--- src/rtl/coms_pkg.sv ---
// coms_pkg: shared definitions for the motor-side command link.
//   - magic numbers and total lengths of the three master frame types
//   - frame_type_t: which frame the receiver is currently collecting
//   - nextCRC16_D8: one-byte step of CRC16 (x^16+x^15+x^2+1), MSB first
package coms_pkg;

  localparam int MAGIC_LEN      = 4;
  localparam int LEN_STATUS_REQ = 7;
  localparam int LEN_SETPOINT   = 10;
  localparam int LEN_CONTROL    = 26;
  localparam int PAYLOAD_MAX    = LEN_CONTROL - MAGIC_LEN;

  localparam logic [31:0] MAGIC_STATUS_REQ = 32'h1CE1_CEBB;
  localparam logic [31:0] MAGIC_SETPOINT   = 32'hD0D0_D0D0;
  localparam logic [31:0] MAGIC_CONTROL    = 32'hBAAD_A555;

  localparam logic [15:0] CRC16_POLY = 16'h8005;
  localparam logic [15:0] CRC16_INIT = 16'hFFFF;

  typedef enum logic [1:0] {
    NONE,
    STATUS_REQ,
    SETPOINT,
    CONTROL_MODE
  } frame_type_t;

  // Bit 7 of the byte enters the register first.
  function automatic logic [15:0] nextCRC16_D8(input logic [7:0] data,
                                               input logic [15:0] crc);
    logic [15:0] c;
    logic        fb;
    c = crc;
    for (int i = 7; i >= 0; i--) begin
      fb = c[15] ^ data[i];
      c  = {c[14:0], 1'b0} ^ (fb ? CRC16_POLY : 16'h0000);
    end
    return c;
  endfunction

endpackage

--- src/rtl/coms_crc16_acc.sv ---
// coms_crc16_acc: byte-serial CRC16 accumulator.
// Ports:
//   clk, reset  - clock, synchronous active-high reset (crc -> FFFF)
//   clear       - restart the running CRC at FFFF
//   enable      - fold data into the running CRC this cycle
//   data        - byte to accumulate
//   crc         - running CRC value
module coms_crc16_acc
  import coms_pkg::*;
(
  input  logic        clk,
  input  logic        reset,
  input  logic        clear,
  input  logic        enable,
  input  logic [7:0]  data,
  output logic [15:0] crc
);

  always_ff @(posedge clk) begin
    if (reset || clear) begin
      crc <= CRC16_INIT;
    end else if (enable) begin
      crc <= nextCRC16_D8(data, crc);
    end
  end

endmodule

--- src/rtl/coms_frame_decoder.sv ---
// coms_frame_decoder: hunts the received byte stream for status-request,
// setpoint and control-mode frames, checks CRC16 and motor ID, loads the
// decoded control registers and emits one-cycle update strobes.
// Optional build macro: COMS_DECODER_BROADCAST_EN - also accept id FF for
// setpoint and control-mode frames (status requests to FF stay unanswered).
// Ports:
//   clk, reset                         - clock, synchronous active-high reset
//   rx_data, rx_data_ready             - received byte and its valid strobe
//   control_mode, Kp, Ki, Kd           - decoded mode and PID gains
//   PWMLimit, IntegralLimit, deadband  - controller limits (raw)
//   setpoint                           - target setpoint (raw)
//   control_mode_update                - pulse: control-mode frame accepted
//   setpoint_update                    - pulse: setpoint frame accepted
//   status_request                     - pulse: status request for MY_ID
//   crc_error_count, timeout_count,
//   frame_count                        - saturating diagnostics
//
// state     | meaning
// S_HUNT    | shifting bytes through the magic detector
// S_RECEIVE | collecting id/payload/CRC bytes of the latched frame type
// S_CHECK   | one cycle: compare CRC and id, load registers, pulse
module coms_frame_decoder
  import coms_pkg::*;
#(
  parameter logic [7:0] MY_ID               = 8'd0,
  parameter int         BYTE_TIMEOUT_CYCLES = 1000
) (
  input  logic               clk,
  input  logic               reset,
  input  logic [7:0]         rx_data,
  input  logic               rx_data_ready,
  output logic [7:0]         control_mode,
  output logic signed [15:0] Kp,
  output logic signed [15:0] Ki,
  output logic signed [15:0] Kd,
  output logic signed [23:0] PWMLimit,
  output logic signed [23:0] IntegralLimit,
  output logic signed [23:0] deadband,
  output logic signed [23:0] setpoint,
  output logic               control_mode_update,
  output logic               setpoint_update,
  output logic               status_request,
  output logic [15:0]        crc_error_count,
  output logic [15:0]        timeout_count,
  output logic [15:0]        frame_count
);

  localparam int TW = (BYTE_TIMEOUT_CYCLES < 2) ? 1 : $clog2(BYTE_TIMEOUT_CYCLES + 1);
  localparam logic [TW-1:0] GAP_RELOAD = TW'(BYTE_TIMEOUT_CYCLES);
  localparam logic [4:0]    BUF_DEPTH  = 5'(PAYLOAD_MAX);

  typedef enum logic [1:0] {S_HUNT, S_RECEIVE, S_CHECK} state_t;

  state_t      state, state_nxt;
  logic [31:0] shift_q;
  logic [31:0] shifted;
  frame_type_t ftype, hit_type;
  logic [4:0]  remaining, hit_len;
  logic [4:0]  idx;
  logic [TW-1:0] gap_timer;
  logic [15:0] rx_crc, crc_calc;
  logic [7:0]  pbuf [PAYLOAD_MAX];
  logic [7:0]  frame_id;
  logic        magic_hit, crc_clear, crc_en, timeout_hit, frame_ok, crc_bad, id_ok;

  assign shifted  = {shift_q[23:0], rx_data};
  assign frame_id = pbuf[0];

  coms_crc16_acc u_crc (
    .clk    (clk),
    .reset  (reset),
    .clear  (crc_clear),
    .enable (crc_en),
    .data   (rx_data),
    .crc    (crc_calc)
  );

  always_comb begin
    id_ok = (frame_id == MY_ID);
`ifdef COMS_DECODER_BROADCAST_EN
    if (frame_id == 8'hFF) id_ok = (ftype != STATUS_REQ);
`endif
  end

  always_ff @(posedge clk) begin
    if (reset) state <= S_HUNT;
    else       state <= state_nxt;
  end

  always_comb begin
    state_nxt   = state;
    hit_type    = NONE;
    hit_len     = '0;
    magic_hit   = 1'b0;
    crc_clear   = 1'b0;
    crc_en      = 1'b0;
    timeout_hit = 1'b0;
    frame_ok    = 1'b0;
    crc_bad     = 1'b0;
    case (state)
      S_HUNT: begin
        if (rx_data_ready) begin
          case (shifted)
            MAGIC_STATUS_REQ: begin hit_type = STATUS_REQ;   hit_len = 5'(LEN_STATUS_REQ - MAGIC_LEN); end
            MAGIC_SETPOINT:   begin hit_type = SETPOINT;     hit_len = 5'(LEN_SETPOINT - MAGIC_LEN);   end
            MAGIC_CONTROL:    begin hit_type = CONTROL_MODE; hit_len = 5'(LEN_CONTROL - MAGIC_LEN);    end
            default: ;
          endcase
          if (hit_type != NONE) begin
            magic_hit = 1'b1;
            crc_clear = 1'b1;
            state_nxt = S_RECEIVE;
          end
        end
      end
      S_RECEIVE: begin
        if (rx_data_ready) begin
          // The final two bytes carry the CRC itself.
          crc_en = (remaining > 5'd2);
          if (remaining == 5'd1) state_nxt = S_CHECK;
        end else if (gap_timer == '0) begin
          timeout_hit = 1'b1;
          state_nxt   = S_HUNT;
        end
      end
      S_CHECK: begin
        state_nxt = S_HUNT;
        if (crc_calc != rx_crc) crc_bad  = 1'b1;
        else if (id_ok)         frame_ok = 1'b1;
      end
      default: state_nxt = S_HUNT;
    endcase
  end

  always_ff @(posedge clk) begin
    if (state == S_RECEIVE && rx_data_ready && idx < BUF_DEPTH) begin
      pbuf[idx] <= rx_data;
    end
  end

  always_ff @(posedge clk) begin
    if (reset) begin
      shift_q             <= '0;
      ftype               <= NONE;
      remaining           <= '0;
      idx                 <= '0;
      gap_timer           <= '0;
      rx_crc              <= '0;
      control_mode        <= '0;
      Kp                  <= '0;
      Ki                  <= '0;
      Kd                  <= '0;
      PWMLimit            <= '0;
      IntegralLimit       <= '0;
      deadband            <= '0;
      setpoint            <= '0;
      control_mode_update <= 1'b0;
      setpoint_update     <= 1'b0;
      status_request      <= 1'b0;
      crc_error_count     <= '0;
      timeout_count       <= '0;
      frame_count         <= '0;
    end else begin
      control_mode_update <= 1'b0;
      setpoint_update     <= 1'b0;
      status_request      <= 1'b0;

      // Payload bytes bypass the magic detector, so a magic inside a payload
      // cannot resynchronise; a byte landing in CHECK is still hunted.
      if (rx_data_ready && state != S_RECEIVE) begin
        shift_q <= magic_hit ? 32'd0 : shifted;
      end

      if (magic_hit) begin
        ftype     <= hit_type;
        remaining <= hit_len;
        idx       <= '0;
        gap_timer <= GAP_RELOAD;
      end

      if (state == S_RECEIVE) begin
        if (rx_data_ready) begin
          remaining <= remaining - 5'd1;
          idx       <= idx + 5'd1;
          rx_crc    <= {rx_crc[7:0], rx_data};
          gap_timer <= GAP_RELOAD;
        end else if (gap_timer != '0) begin
          gap_timer <= gap_timer - 1'b1;
        end
      end

      if (timeout_hit && timeout_count != 16'hFFFF) timeout_count <= timeout_count + 16'd1;
      if (crc_bad && crc_error_count != 16'hFFFF) crc_error_count <= crc_error_count + 16'd1;

      if (frame_ok) begin
        if (frame_count != 16'hFFFF) frame_count <= frame_count + 16'd1;
        case (ftype)
          CONTROL_MODE: begin
            control_mode        <= pbuf[1];
            Kp                  <= {pbuf[2], pbuf[3]};
            Ki                  <= {pbuf[4], pbuf[5]};
            Kd                  <= {pbuf[6], pbuf[7]};
            PWMLimit            <= {pbuf[8], pbuf[9], pbuf[10]};
            IntegralLimit       <= {pbuf[11], pbuf[12], pbuf[13]};
            deadband            <= {pbuf[14], pbuf[15], pbuf[16]};
            setpoint            <= {pbuf[17], pbuf[18], pbuf[19]};
            control_mode_update <= 1'b1;
          end
          SETPOINT: begin
            setpoint        <= {pbuf[1], pbuf[2], pbuf[3]};
            setpoint_update <= 1'b1;
          end
          STATUS_REQ: status_request <= 1'b1;
          default: ;
        endcase
      end
    end
  end

endmodule
--- config.mk ---
export PLATFORM = sky130hd
export DESIGN_NAME = coms_frame_decoder
export DESIGN_NICKNAME = d
export VERILOG_FILES = /design/src/rtl/coms_pkg.sv /design/src/rtl/coms_crc16_acc.sv /design/src/rtl/coms_frame_decoder.sv
export SDC_FILE = /design/constraint.sdc
export NUM_CORES = 1
export LEC_CHECK = 0
export BUFFER_PORTS_ARGS = -buffer_cell sky130_fd_sc_hd__buf_2
export CORE_ASPECT_RATIO = 1.4
export CORE_UTILIZATION = 40
export CTS_CLUSTER_DIAMETER = 100
export DETAILED_ROUTE_END_ITERATION = 8
export SYNTH_ARGS = -nofsm -noshare
export SYNTH_HDL_FRONTEND = slang
export SYNTH_SLANG_ARGS = --single-unit
--- constraint.sdc ---
create_clock -name clk -period 2.2 [get_ports clk]
set_input_delay 0.11 -clock clk [delete_from_list [all_inputs] [get_ports clk]]
set_output_delay 0.11 -clock clk [all_outputs]
set_load 0.02 [all_outputs]
==> out/qor.yml <==
power_and_ir_drop:
  powerDensity_nw_per_um2: 703
  p_int_mw: 12.7
  swShare: 0.213
  p_clk_frac: 0.450
  ir_drop_v: 0.000502
  power_frac_seq: 0.526
  p_leak_nw: 8.81
  switching_power_mw: 3.45
  total_power_mw: 16.2
  pwr-share-comb: 0.024
sta:
  clock_skew_ps: 11.6
  relSlewSlack: 0.175
  worst_slew_pin_slew_ps: 1240
  period_minus_slack_ps: 2390
  setup_violations: 151
  fin_tns_setup_ps: -12740
  rsz0062_at_grt: "true"
  fmax_mhz: 419
  final-hold-violation-count: 0
  final-max-slew-violation-count: 0
  fin_crit_sh: 1.09
  worst_slack_ps: -188
critical_path:
  r2r_setup_slack_ps: -190
  worstSetupPathType: "reg -> reg"
  start_kind: "register"
  cp-end-kind: "register"
  r2r-start: "pbuf[0][1]"
  r2r-end: "deadband[12]"
  rr_worst_depth: 11
  cp.required_ps: 2600
  critPathMaxFanout: 6
  critical_path_arrival_ps: 2790
job:
  maxCapViolations: 0
outcome:
  outcome: "finished with violations"
  failed_checks: "setup timing"
floorplan:
  die_w_um: 174
  die_y_um: 242
  dieArea_um2: 42100
  row_count: 87
  initial_utilization: 0.408
  coreArea_um2: 40500
  io_pins: 214
finish:
  final_area_um2: 23000
  nets: 1973
  fin_util: 0.568
  drive_above_1_share: 0.375
  fill_cells: 3390
  area_growth_pct: 39.4
yosys:
  syn_nets: 1614
  synth.avg_cell_area_um2: 10.4
  synth_cell_types: 64
  synth_area_leaders: "dfxtp_1 34%, edfxtp_1 29%, nand2_1 8.6%"
  synth_seq_cells: 443
  async_flop_share: 0
  synth-edff-count: 160
  synthesis.area_um2: 16500
  synth_top_area_share: 0.343
  ys.flop_type: "dfxtp_1"
  yosysSeqAreaShare: 0.634
  synthTopCellsByCount: "378 x nand2_1, 283 x dfxtp_1, 191 x a21oi_1"
  synth_largest_area_cell: "dfxtp_1"
  ys_warn_count: 0
  synthMostInstantiatedCell: "nand2_1"
  postSynthCellCount: 1592
clock_network:
  cts_buffers: 43
  cts_tree: "done"
  insertion_delay_ps: 550
  root_buffer: "clkbuf_16"
  cts_max_path_buffers: 3
  cts_max_level: 2
  cts.reportedPaths.clkPinSlew_ps: 70
  cts.sinks: 443
grt:
  antenna_found_initial: 3
  grt_max_degree: 148
  globalRouteOverflowTotal: 0
  track_usage: 0.221
  grt_pass1_vias: 13000
  grt_pass1_wl_um: 72900
place:
  gp_congestion: 0.817
  portBuffers: 213
  dpl_cell_area_um2: 19000
  dp_hpwl_um: 27000
route:
  drt_iter0_drc: 784
  vias_per_cell: 5.20
  firstDrtPassIters: 5
  wl_per_cell_um: 19.0
  vias: 13100
  drc: 0
  drt_wl_total_um: 48000
  ant_nets: 0
worst_hold_path:
  min_path_type: "in -> reg"
  worstHoldEndpoint: "pbuf[0][4]"
  hp-start: "rx_data[4]"
  holdPathStages: 2
[logic make-up after synthesis]
logic type,count (synthesis),synth area share
AND/OR/NAND/NOR,650,0.176
flip-flops,443,0.634
AO/OA/AOI/OAI,271,0.0931
buffers and inverters,104,0.0258
XOR/XNOR,76,0.0403
multiplexers,37,0.0224
adder cells (fa/ha/maj),11,0.00834
[metal layers]
metal / share of wire / up-vias / GRT usage
li1: - / 6226 / -
met1: 0.39 / 6412 / 0.251
met2: 0.53 / 374 / 0.407
met3: 0.045 / 93 / 0.0334
met4: 0.033 / 2 / 0.0952
met5: 0.00021 / - / 0
[power groups by stage]
stage / Sequential (mW) / Combinational (mW) / Clock [mW]
floorplan: 8.68 / 0.167 / 0
global placement: 8.68 / 0.359 / 0
detailed placement: 8.68 / 0.362 / 0
CTS: 8.50 / 0.376 / 7.39
global route: 8.50 / 0.405 / 7.74
finish: 8.50 / 0.381 / 7.28
[layout make-up]
class                      count  area [um2]  share of cell area
antenna                        2        5.00            0.000218
inverter                      14        52.6             0.00228
clock inverter                20         121             0.00528
timing repair buffer         403        3550               0.154
multi-input combinational   1046        6850               0.298
sequential                   443       10500               0.455
clock buffer                  60        1280              0.0559
tap                          534         668              0.0290
[through the flow]
step                cells  setup WS (ps)  hold WS, ps
finish               2522           -188         39.8
global route         2522           -267         19.3
CTS                  2528           -194         21.7
detailed placement   2364           -147          444
global placement     2364           -116          440
floorplan            1592          -78.9          209
[worst max-delay path by stage]
stage / end / slack, ps / depth (start not counted) / from
2_1_floorplan: timeout_count[5] / -80 / 8 / gap_timer[1]
3_3_place_gp: control_mode[5] / -120 / 8 / u_crc.crc[15]
3_5_place_dp: crc_error_count[15] / -150 / 9 / rx_crc[8]
4_1_cts: crc_error_count[15] / -190 / 9 / u_crc.crc[8]
5_1_grt: IntegralLimit[2] / -270 / 11 / pbuf[0][1]
6_report: deadband[12] / -190 / 11 / pbuf[0][1]
[sequential cells by signal (all words and copies together), names as in the netlist, 24 cells and up, named ones only]
signal / flops
shift_q: 24
deadband: 24
setpoint: 24
PWMLimit: 24
pbuf: 160
IntegralLimit: 24
[critical path, cell delays in order, from the launching register on]
cell and delay [ps]:
edfxtp_1 370, or4_4 540, nor2_2 90, nand4_1 160
nor3_4 230, buf_6 170, nand2_8 70, buf_12 180
buf_12 130, buf_16 140, nand2_1 80, a21oi_1 60
[cell usage in the layout, fill, tap and decap left out, types with 30 or more instances in the layout]
cell type    n
a21oi_2     46
buf_4       99
xnor2_1     30
nand2_4     66
mux2i_1     37
nand3_1     41
buf_2      211
nor2_1      89
clkbuf_16   50
edfxtp_1   160
nand2_1    227
a21oi_1    145
nand2_2     84
dfxtp_1    278
xor2_1      44
buf_12      39
[repair_timing]
action,CTS,global route
gates cloned,36,4
hold endpoints to repair,31,0
hold buffers,5,0
resized for setup,220,201
setup endpoints to repair,197,253
pin swaps,159,81
buffers inserted,46,15
No activity file was read; power rests on OpenSTA's default activity.
